File: config.mk
export PLATFORM = sky130hd
export DESIGN_NAME = echo_indication_serializer_flat
export DESIGN_NICKNAME = d
export VERILOG_FILES = /design/src/rtl/echo_indication_pkg.sv /design/src/rtl/echo_indication_serializer_if.sv /design/src/rtl/echo_indication_serializer.sv /design/src/flat_wrapper.sv
export SDC_FILE = /design/constraint.sdc
export NUM_CORES = 1
export LEC_CHECK = 0
export BUFFER_PORTS_ARGS = -buffer_cell sky130_fd_sc_hd__buf_2
export CAP_MARGIN = 0
export CORE_MARGIN = 2
export CORE_UTILIZATION = 45
export DETAILED_ROUTE_END_ITERATION = 16
export GPL_ROUTABILITY_DRIVEN = 0
export PLACE_DENSITY_LB_ADDON = 0.08
export SLEW_MARGIN = 20
export SYNTH_ARGS = -nofsm -noshare
export SYNTH_HDL_FRONTEND = slang
export SYNTH_SLANG_ARGS = --single-unit
File: constraint.sdc
create_clock -name CLK -period 2.3 [get_ports CLK]
set_clock_uncertainty 0.15 [all_clocks]
set_input_delay 0 -clock CLK [delete_from_list [all_inputs] [get_ports CLK]]
set_output_delay 0 -clock CLK [all_outputs]
set_load 0.005 [all_outputs]
File: src/rtl/echo_indication_pkg.sv
// Shared types and constants for the EchoIndication serializer:
// method ids, message lengths, the header word layout and the FSM states.
package echo_indication_pkg;

    localparam logic [15:0] HEARD_ID   = 16'd0;
    localparam logic [15:0] HEARDS_ID  = 16'd1;
    localparam logic [15:0] HEARD_LEN  = 16'd2;
    localparam logic [15:0] HEARDS_LEN = 16'd4;

    // Header word: method id in the high half, total word count (header included) in the low half.
    typedef struct packed {
        logic [15:0] id;
        logic [15:0] len;
    } header_t;

    typedef enum logic {
        IDLE = 1'b0,
        SEND = 1'b1
    } state_e;

    function automatic logic [31:0] make_header(input logic [15:0] id, input logic [15:0] len);
        header_t hdr;
        hdr.id  = id;
        hdr.len = len;
        return hdr;
    endfunction

endpackage

File: src/rtl/echo_indication_serializer_if.sv
// EchoIndication method-invocation interface: the Echo core drives the client
// side, the serializer consumes through the server side.
interface echo_indication_serializer_if;

    logic        heard__ENA;
    logic [31:0] heard_v;
    logic        heard__RDY;

    logic        heards__ENA;
    logic [15:0] heards_ah_end;
    logic [15:0] heards_ah_front_end;
    logic [7:0]  heards_ah_back_sync;
    logic [7:0]  heards_ah_sync_width;
    logic [15:0] heards_av_end;
    logic [15:0] heards_av_front_end;
    logic [7:0]  heards_av_back_sync;
    logic [7:0]  heards_av_sync_width;
    logic        heards__RDY;

    modport server (
        input  heard__ENA, heard_v,
        input  heards__ENA, heards_ah_end, heards_ah_front_end, heards_ah_back_sync,
               heards_ah_sync_width, heards_av_end, heards_av_front_end,
               heards_av_back_sync, heards_av_sync_width,
        output heard__RDY, heards__RDY
    );

    modport client (
        output heard__ENA, heard_v,
        output heards__ENA, heards_ah_end, heards_ah_front_end, heards_ah_back_sync,
               heards_ah_sync_width, heards_av_end, heards_av_front_end,
               heards_av_back_sync, heards_av_sync_width,
        input  heard__RDY, heards__RDY
    );

endinterface

File: src/rtl/echo_indication_serializer.sv
// Captures one heard/heards invocation at a time into a 4-word buffer and
// streams it out as a header word plus payload, with last on the final word.
module echo_indication_serializer
    import echo_indication_pkg::state_e, echo_indication_pkg::IDLE, echo_indication_pkg::SEND,
           echo_indication_pkg::HEARD_LEN, echo_indication_pkg::HEARDS_LEN,
           echo_indication_pkg::make_header;
#(
    parameter logic [15:0] HEARD_ID  = echo_indication_pkg::HEARD_ID,
    parameter logic [15:0] HEARDS_ID = echo_indication_pkg::HEARDS_ID
) (
    input  logic                                CLK,
    input  logic                                nRST,
    echo_indication_serializer_if.server        ind,
    output logic                                out__ENA,
    output logic [31:0]                         out_data,
    output logic                                out_last,
    input  logic                                out__RDY,
    output logic [15:0]                         msg_count,
    output logic                                err
);

    state_e      state_q, state_d;
    logic [1:0]  idx_q, idx_d;
    logic [1:0]  last_idx_q, last_idx_d;
    logic [15:0] msg_count_q, msg_count_d;
    logic        err_q, err_d;
    logic        cap_heard, cap_heards;
    logic [31:0] msg_buf_q [4];

    always_comb begin
        state_d    = state_q;
        idx_d      = idx_q;
        last_idx_d = last_idx_q;
        msg_count_d = msg_count_q;
        err_d      = err_q;
        cap_heard  = 1'b0;
        cap_heards = 1'b0;
        unique case (state_q)
            IDLE: begin
                // heard wins a same-cycle collision; the dropped heards is flagged.
                if (ind.heard__ENA) begin
                    cap_heard  = 1'b1;
                    last_idx_d = HEARD_LEN[1:0] - 2'd1;
                    idx_d      = 2'd0;
                    state_d    = SEND;
                    if (ind.heards__ENA) err_d = 1'b1;
                end else if (ind.heards__ENA) begin
                    cap_heards = 1'b1;
                    last_idx_d = HEARDS_LEN[1:0] - 2'd1;
                    idx_d      = 2'd0;
                    state_d    = SEND;
                end
            end
            SEND: begin
                if (out__RDY) begin
                    if (idx_q == last_idx_q) begin
                        state_d     = IDLE;
                        idx_d       = 2'd0;
                        msg_count_d = msg_count_q + 16'd1;
                    end else begin
                        idx_d = idx_q + 2'd1;
                    end
                end
            end
            default: state_d = IDLE;
        endcase
    end

    // NOTE: state uses non-blocking assignments so every register samples pre-edge values.
    always_ff @(posedge CLK or negedge nRST) begin
        if (!nRST) begin
            state_q     <= IDLE;
            idx_q       <= 2'd0;
            last_idx_q  <= 2'd0;
            msg_count_q <= 16'd0;
            err_q       <= 1'b0;
        end else begin
            state_q     <= state_d;
            idx_q       <= idx_d;
            last_idx_q  <= last_idx_d;
            msg_count_q <= msg_count_d;
            err_q       <= err_d;
        end
    end

    // NOTE: the message buffer has no reset; it is only read in SEND, after a capture has filled it.
    always_ff @(posedge CLK) begin
        if (cap_heard) begin
            msg_buf_q[0] <= make_header(HEARD_ID, HEARD_LEN);
            msg_buf_q[1] <= ind.heard_v;
        end else if (cap_heards) begin
            msg_buf_q[0] <= make_header(HEARDS_ID, HEARDS_LEN);
            msg_buf_q[1] <= {ind.heards_ah_end, ind.heards_ah_front_end};
            msg_buf_q[2] <= {ind.heards_ah_back_sync, ind.heards_ah_sync_width, ind.heards_av_end};
            msg_buf_q[3] <= {ind.heards_av_front_end, ind.heards_av_back_sync, ind.heards_av_sync_width};
        end
    end

    // Outputs derive from registered state only, so reset clears them at once.
    assign out__ENA        = (state_q == SEND);
    assign out_data        = out__ENA ? msg_buf_q[idx_q] : 32'd0;
    assign out_last        = out__ENA && (idx_q == last_idx_q);
    assign ind.heard__RDY  = (state_q == IDLE);
    assign ind.heards__RDY = (state_q == IDLE);
    assign msg_count       = msg_count_q;
    assign err             = err_q;

endmodule

File: src/flat_wrapper.sv
// flat-port wrapper written by rule: the top's interface ports become plain ports
module echo_indication_serializer_flat import echo_indication_pkg::state_e, echo_indication_pkg::IDLE, echo_indication_pkg::SEND,
           echo_indication_pkg::HEARD_LEN, echo_indication_pkg::HEARDS_LEN,
           echo_indication_pkg::make_header;
#(
    parameter logic [15:0] HEARD_ID  = echo_indication_pkg::HEARD_ID,
    parameter logic [15:0] HEARDS_ID = echo_indication_pkg::HEARDS_ID
)
  (CLK, nRST, out__ENA, out_data, out_last, out__RDY, msg_count, err, ind_heard__ENA, ind_heard_v, ind_heards__ENA, ind_heards_ah_end, ind_heards_ah_front_end, ind_heards_ah_back_sync, ind_heards_ah_sync_width, ind_heards_av_end, ind_heards_av_front_end, ind_heards_av_back_sync, ind_heards_av_sync_width, ind_heard__RDY, ind_heards__RDY);
  echo_indication_serializer_if ind_i ();
  input  logic CLK;
  input  logic nRST;
  output logic out__ENA;
  output logic [31:0] out_data;
  output logic out_last;
  input  logic out__RDY;
  output logic [15:0] msg_count;
  output logic err;
  input wire logic [$bits(ind_i.heard__ENA)-1:0] ind_heard__ENA;
  input wire logic [$bits(ind_i.heard_v)-1:0] ind_heard_v;
  input wire logic [$bits(ind_i.heards__ENA)-1:0] ind_heards__ENA;
  input wire logic [$bits(ind_i.heards_ah_end)-1:0] ind_heards_ah_end;
  input wire logic [$bits(ind_i.heards_ah_front_end)-1:0] ind_heards_ah_front_end;
  input wire logic [$bits(ind_i.heards_ah_back_sync)-1:0] ind_heards_ah_back_sync;
  input wire logic [$bits(ind_i.heards_ah_sync_width)-1:0] ind_heards_ah_sync_width;
  input wire logic [$bits(ind_i.heards_av_end)-1:0] ind_heards_av_end;
  input wire logic [$bits(ind_i.heards_av_front_end)-1:0] ind_heards_av_front_end;
  input wire logic [$bits(ind_i.heards_av_back_sync)-1:0] ind_heards_av_back_sync;
  input wire logic [$bits(ind_i.heards_av_sync_width)-1:0] ind_heards_av_sync_width;
  output wire logic [$bits(ind_i.heard__RDY)-1:0] ind_heard__RDY;
  output wire logic [$bits(ind_i.heards__RDY)-1:0] ind_heards__RDY;
  assign ind_i.heard__ENA = ind_heard__ENA;
  assign ind_i.heard_v = ind_heard_v;
  assign ind_i.heards__ENA = ind_heards__ENA;
  assign ind_i.heards_ah_end = ind_heards_ah_end;
  assign ind_i.heards_ah_front_end = ind_heards_ah_front_end;
  assign ind_i.heards_ah_back_sync = ind_heards_ah_back_sync;
  assign ind_i.heards_ah_sync_width = ind_heards_ah_sync_width;
  assign ind_i.heards_av_end = ind_heards_av_end;
  assign ind_i.heards_av_front_end = ind_heards_av_front_end;
  assign ind_i.heards_av_back_sync = ind_heards_av_back_sync;
  assign ind_i.heards_av_sync_width = ind_heards_av_sync_width;
  assign ind_heard__RDY = ind_i.heard__RDY;
  assign ind_heards__RDY = ind_i.heards__RDY;
  echo_indication_serializer #(.HEARD_ID(HEARD_ID), .HEARDS_ID(HEARDS_ID)) u_core (.CLK(CLK), .nRST(nRST), .ind(ind_i), .out__ENA(out__ENA), .out_data(out_data), .out_last(out_last), .out__RDY(out__RDY), .msg_count(msg_count), .err(err));
endmodule
* Word-level counts from Yosys, hierarchy flattened
Memory sizes are Yosys's and may differ from the RTL's.
Cells that the tools add are included.
** Operators by class
- Add/subtract/negate cells :: 2
- Multipliers :: 0
- Div/mod/pow operators :: 0
- Magnitude comparators :: 0
- Eq/ne operators :: 3
- Shift-type cells :: 0
- Mux-type cells :: 24
- Bitwise logic cells :: 3
- Reductions and logical operators :: 6
** Operators with widths (number)
- $mux 32 :: 3
- $add 16x1->16 const B :: 1
- $mux 1 :: 13
- $mux 2 :: 6
- $reduce_and 3->1 :: 2
- $pmux 2 s2 :: 1
- $reduce_and 2->1 :: 2
- $ne 3x3->1 const B :: 1
- $add 2x1->2 const B :: 1
- $eq 2x2->1 :: 1
- $ne 2x2->1 const B :: 1
- $or 1x1->1 :: 2
- $pmux 1 s2 :: 1
- $reduce_bool 2->1 :: 1
- $logic_and 1x1->1 :: 1
- $not 1->1 :: 1
** Word-level totals
- Flip-flop bits (word level) :: 22
- Bits in latches :: 0
- Memory bits (writable) :: 128
- Memory bits (read-only) :: 0
- Bits of input ports :: 133
- Logic and storage cells :: 44
- Memories :: 1
** Memory list
- u_core.msg_buf_q :: depth 4, width 32, rd ports 1, clocked after memory_dff 0, write ports 4, RTL line echo_indication_serializer.sv:28 : logic [31:0] msg_buf_q [4];

* Depth between registers and ports, before layout
- Depth in word-level cells :: 7
- Depth in mapped cells :: 6
- Gate-level depth less buffers :: 4

* Worst setup path before layout
No wires, ideal clock.
- Path kind :: register to register
- Start :: register u_core.state_q, in the netlist u_core.out__ENA
- End :: memory u_core.msg_buf_q[1][23], data pin
- Setup time :: 260 ps
- Arrival time :: 1870 ps
- Data required time :: 1890 ps
- Path slack :: 20 ps
- Cell stages (with the launch flop) :: 6
- Path buffers :: 2
- Period minus slack after synthesis :: 2280 ps
- Cell sequence :: dfrtp_1 -> nor2b_1 -> nor2b_1 -> buf_2 -> buf_4 -> mux2_2
** RTL lines
- from (decl) :: RTL line echo_indication_serializer.sv:22 : state_e state_q, state_d;
- from (signal assigned) :: RTL line echo_indication_serializer.sv:78 : state_q <= state_d;
- to (decl) :: RTL line echo_indication_serializer.sv:28

* Final worst setup path
- Start :: register u_core.idx_q[0]
- End :: output out_data[29]
** Between the ends
- Word-level cells in the longest chain between the ends :: 2
** RTL lines
- from (decl) :: RTL line echo_indication_serializer.sv:23 : logic [1:0] idx_q, idx_d;
- from (signal assigned) :: RTL line echo_indication_serializer.sv:79 : idx_q <= idx_d;
- $mem_v2 4x32
- $mux 32 :: RTL line echo_indication_serializer.sv:101 : assign out_data = out__ENA ? msg_buf_q[idx_q] : 32'd0;
- to (decl) :: RTL line flat_wrapper.sv:14 : output logic [31:0] out_data;
No other way between the ends.

==> results.sh <==
export IMPL_status="finished, final reports clean"
export IMPL_drt_iter0_markers=230
export IMPL_pwr_share_clk_pct=34.7
export IMPL_p_int_w=0.00558
export IMPL_grt_total_usage_pct=23.6
export IMPL_period_minus_slack_ps=2100
export IMPL_final_cell_area_um2=8250
export IMPL_syn_avg_cell_area_um2=15.5
export IMPL_place_area_um2=6310
export IMPL_grt_pass1_vias=4562
export IMPL_finalMaxSlewViolations=0
export IMPL_clk_pin_slew_ps=50
export IMPL_start_kind="flip-flop"
export IMPL_min_path_type="in -> async"
export IMPL_grt_pass1_wl_um=22700
export IMPL_max_vdd_ir_drop_v=0.000515
export IMPL_synth_seq_cells=120
export IMPL_drc_errors=0
export IMPL_synth_top_area_share_pct=56.8
export IMPL_row_count=39
export IMPL_syn_num_nets=469
export IMPL_wl_um=14300
export IMPL_worstSkewPairLatency_ps=400
export IMPL_yosysWarnings=0
export IMPL_cts_sinks=120
export IMPL_power_leakage_nw=3.42
export IMPL_syn_area_um2=5180
export IMPL_nNetsFinal=803
export IMPL_multi_input_area_um2=1570
export IMPL_cp_max_fo=22
export IMPL_min_period_over_period_pct=91.5
export IMPL_regArea_um2=3500
export IMPL_antenna_cells=0
export IMPL_comb_power_share_pct=29.0
export IMPL_power_switching_w=0.00219
export IMPL_arrival_ps=1950
export IMPL_cts_max_path_buffers=2
export IMPL_worstPathRequired_ps=2150
export IMPL_dp_hpwl_um=7890
export IMPL_numCtsBuffers=17
export IMPL_netlist_top_cells_area="edfxtp_1 57%, mux2_2 13%, dfrtp_1 11%"
export IMPL_ant_nets=0
export IMPL_avgViaCountPerCell=4.94
export IMPL_dieWidth_um=111
export IMPL_area_growth_pct=59.3
export IMPL_die_h_um=111
export IMPL_synth_cells=335
export IMPL_cts_htree_levels=4
export IMPL_hold_violations=0
export IMPL_utilization_pct=72.9
export IMPL_fillers=741
export IMPL_max_slew_margin_pct=63.5
export IMPL_max_freq_ghz=0.475
export IMPL_synth_top_area_cell="edfxtp_1"
export IMPL_wl_per_cell_um=17.3
export IMPL_seq_area_frac_synth_pct=67.4
export IMPL_start_util_pct=45.8
export IMPL_worstMarginPinSlew_ps=545
export IMPL_core_region_area_um2=11300
export IMPL_crit_path_end_kind="output port"
export IMPL_powerDensity_nw_per_um2=941
export IMPL_yosysUniqueCellTypes=30
export IMPL_overflow=0
export IMPL_dr_pass1_iters=4
export IMPL_critPathKind="reg -> out"
export IMPL_rsz0062_at_grt="false"
export IMPL_antenna_found_initial=0
export IMPL_layout_drive_gt1_share_pct=43.9
export IMPL_swShare_pct=28.1
export IMPL_cts_tree="done"
export IMPL_pwr_share_seq_pct=36.3
export IMPL_power_w=0.00777
export IMPL_setup_viol=0
export IMPL_dr_total_vias=4073
export IMPL_port_buffers=185
export IMPL_clock_root_buffer="clkbuf_16"
export IMPL_setup_tns_final_ps=0
export IMPL_grt_max_degree=53
export IMPL_cap_viol_max_count=0
export IMPL_die_area_um2=12400
export IMPL_cts_resized_gates=0
export IMPL_io_pins=186
==> layout make-up <==
class,count,share of cell area (%)
clock buffer,21,5.34
clock inverter,10,1.85
inverter,4,0.182
multi-input combinational,191,19.1
sequential,120,42.4
tap,143,2.17
timing repair buffer,335,29.0
==> routing by layer <==
metal / wire, µm / vias up / GRT usage [%]
met3: 800 / 19 / 6.40
met4: 228 / 0 / 7.33
met2: 7520 / 156 / 42.8
met5: 0 / - / 0
met1: 5720 / 1967 / 27.2
li1: - / 1931 / -
==> synth_stat cells <==
master,number
xnor2_1,15
buf_2,8
and3_1,3
dfrtp_1,22
edfxtp_1,98
and2_1,4
a22oi_1,28
nand2b_1,1
mux2_2,62
a21o_1,2
nor3_2,1
nand2_1,7
o31ai_1,1
a21oi_1,2
mux4_2,3
ha_1,1
o32ai_1,1
buf_4,4
clkbuf_1,7
o21ai_0,1
nor2b_1,3
nor4_4,1
buf_6,1
xor2_1,2
nand4_1,7
inv_1,4
nand3_1,10
nor2_1,34
nor3_1,1
xor2_4,1
==> what timing repair did <==
item,4_1_cts,5_1_grt
endpoints found under the hold margin,132,0
hold buffers,134,0
setup buffers,2,0
setup endpoints to repair,1,0
==> path summary, 6_finish.rpt <==
path	cells past startpoint	from	slack (ps)	endpoint
worst max-delay path	6	u_core.idx_q[0]	200	out_data[29]
worst min-delay path	3	nRST	30	u_core.msg_count[11]
worst min register to register	1	u_core.err	330	u_core.err
worst max register to register	4	u_core.out__ENA	250	u_core.msg_buf_q[1][2]
max in group asynchronous	3	nRST	1590	u_core.idx_q[1]
min in group CLK	2	ind_heards_av_end[10]	150	u_core.msg_buf_q[2][10]
==> sequential cells by signal (all words and copies together) (netlist names) <==
name	flops
u_core.msg_buf_q	98
u_core.msg_count	16
u_core.idx_q	2
u_core.last_idx_q	2
u_core.err	1
u_core.out__ENA	1
==> critical path: stages (launching register included) <==
cell	delay [ps]
dfrtp_2	400
buf_4	220
nor2b_2	160
buf_4	310
a22oi_1	130
nor2_1	180
buf_2	150
==> kinds of logic after synthesis <==
| logic type | count (synthesis) | share of synthesized area, % |
|---|---|---|
| adder cells (fa/ha/maj) | 1 | 0.242 |
| multiplexers | 65 | 14.8 |
| buffers and inverters | 24 | 2.37 |
| AO/OA/AOI/OAI | 35 | 4.95 |
| flip-flops | 120 | 67.4 |
| AND/OR/NAND/NOR | 72 | 6.81 |
| XOR/XNOR | 18 | 3.41 |
==> power groups by stage <==
stage	clock [W]	sequential, W	combinational [W]
2_1_floorplan	0	0.00283	0.00124
3_3_place_gp	0	0.00288	0.00198
3_5_place_dp	0	0.00289	0.00199
4_1_cts	0.00270	0.00282	0.00224
5_1_grt	0.00283	0.00285	0.00246
6_report	0.00269	0.00282	0.00225
==> metrics by stage <==
step	cells	setup slack, ps	hold WS [ps]
after floorplan	335	19.9	-446
after global placement	657	324	-162
after detailed placement	657	275	-151
after CTS	824	187	140
after global routing	824	40.2	83.5
final	824	196	33.1
==> cells in the final DEF, fill, tap and decap left out, types with 2 or more instances in the layout <==
cell type / netlist / routed
xor2_1: 2 / 2
a21oi_1: 2 / 2
edfxtp_1: 98 / 98
inv_1: 4 / 3
clkinvlp_4: 0 / 2
dlygate4sd3_1: 0 / 133
nand4_1: 7 / 7
and2_1: 4 / 4
clkbuf_1: 7 / 4
and3_1: 3 / 3
dfrtp_2: 0 / 2
a22oi_1: 28 / 28
buf_2: 8 / 186
nand3_1: 10 / 10
bufinv_16: 0 / 4
clkinv_2: 0 / 2
buf_4: 4 / 15
clkinv_1: 0 / 3
mux2_2: 62 / 62
mux4_2: 3 / 3
nor2_1: 34 / 34
a21o_1: 2 / 2
dfrtp_1: 22 / 20
clkbuf_16: 0 / 17
xnor2_1: 15 / 15
nand2_1: 7 / 7
(Power assumes the default switching activity.)
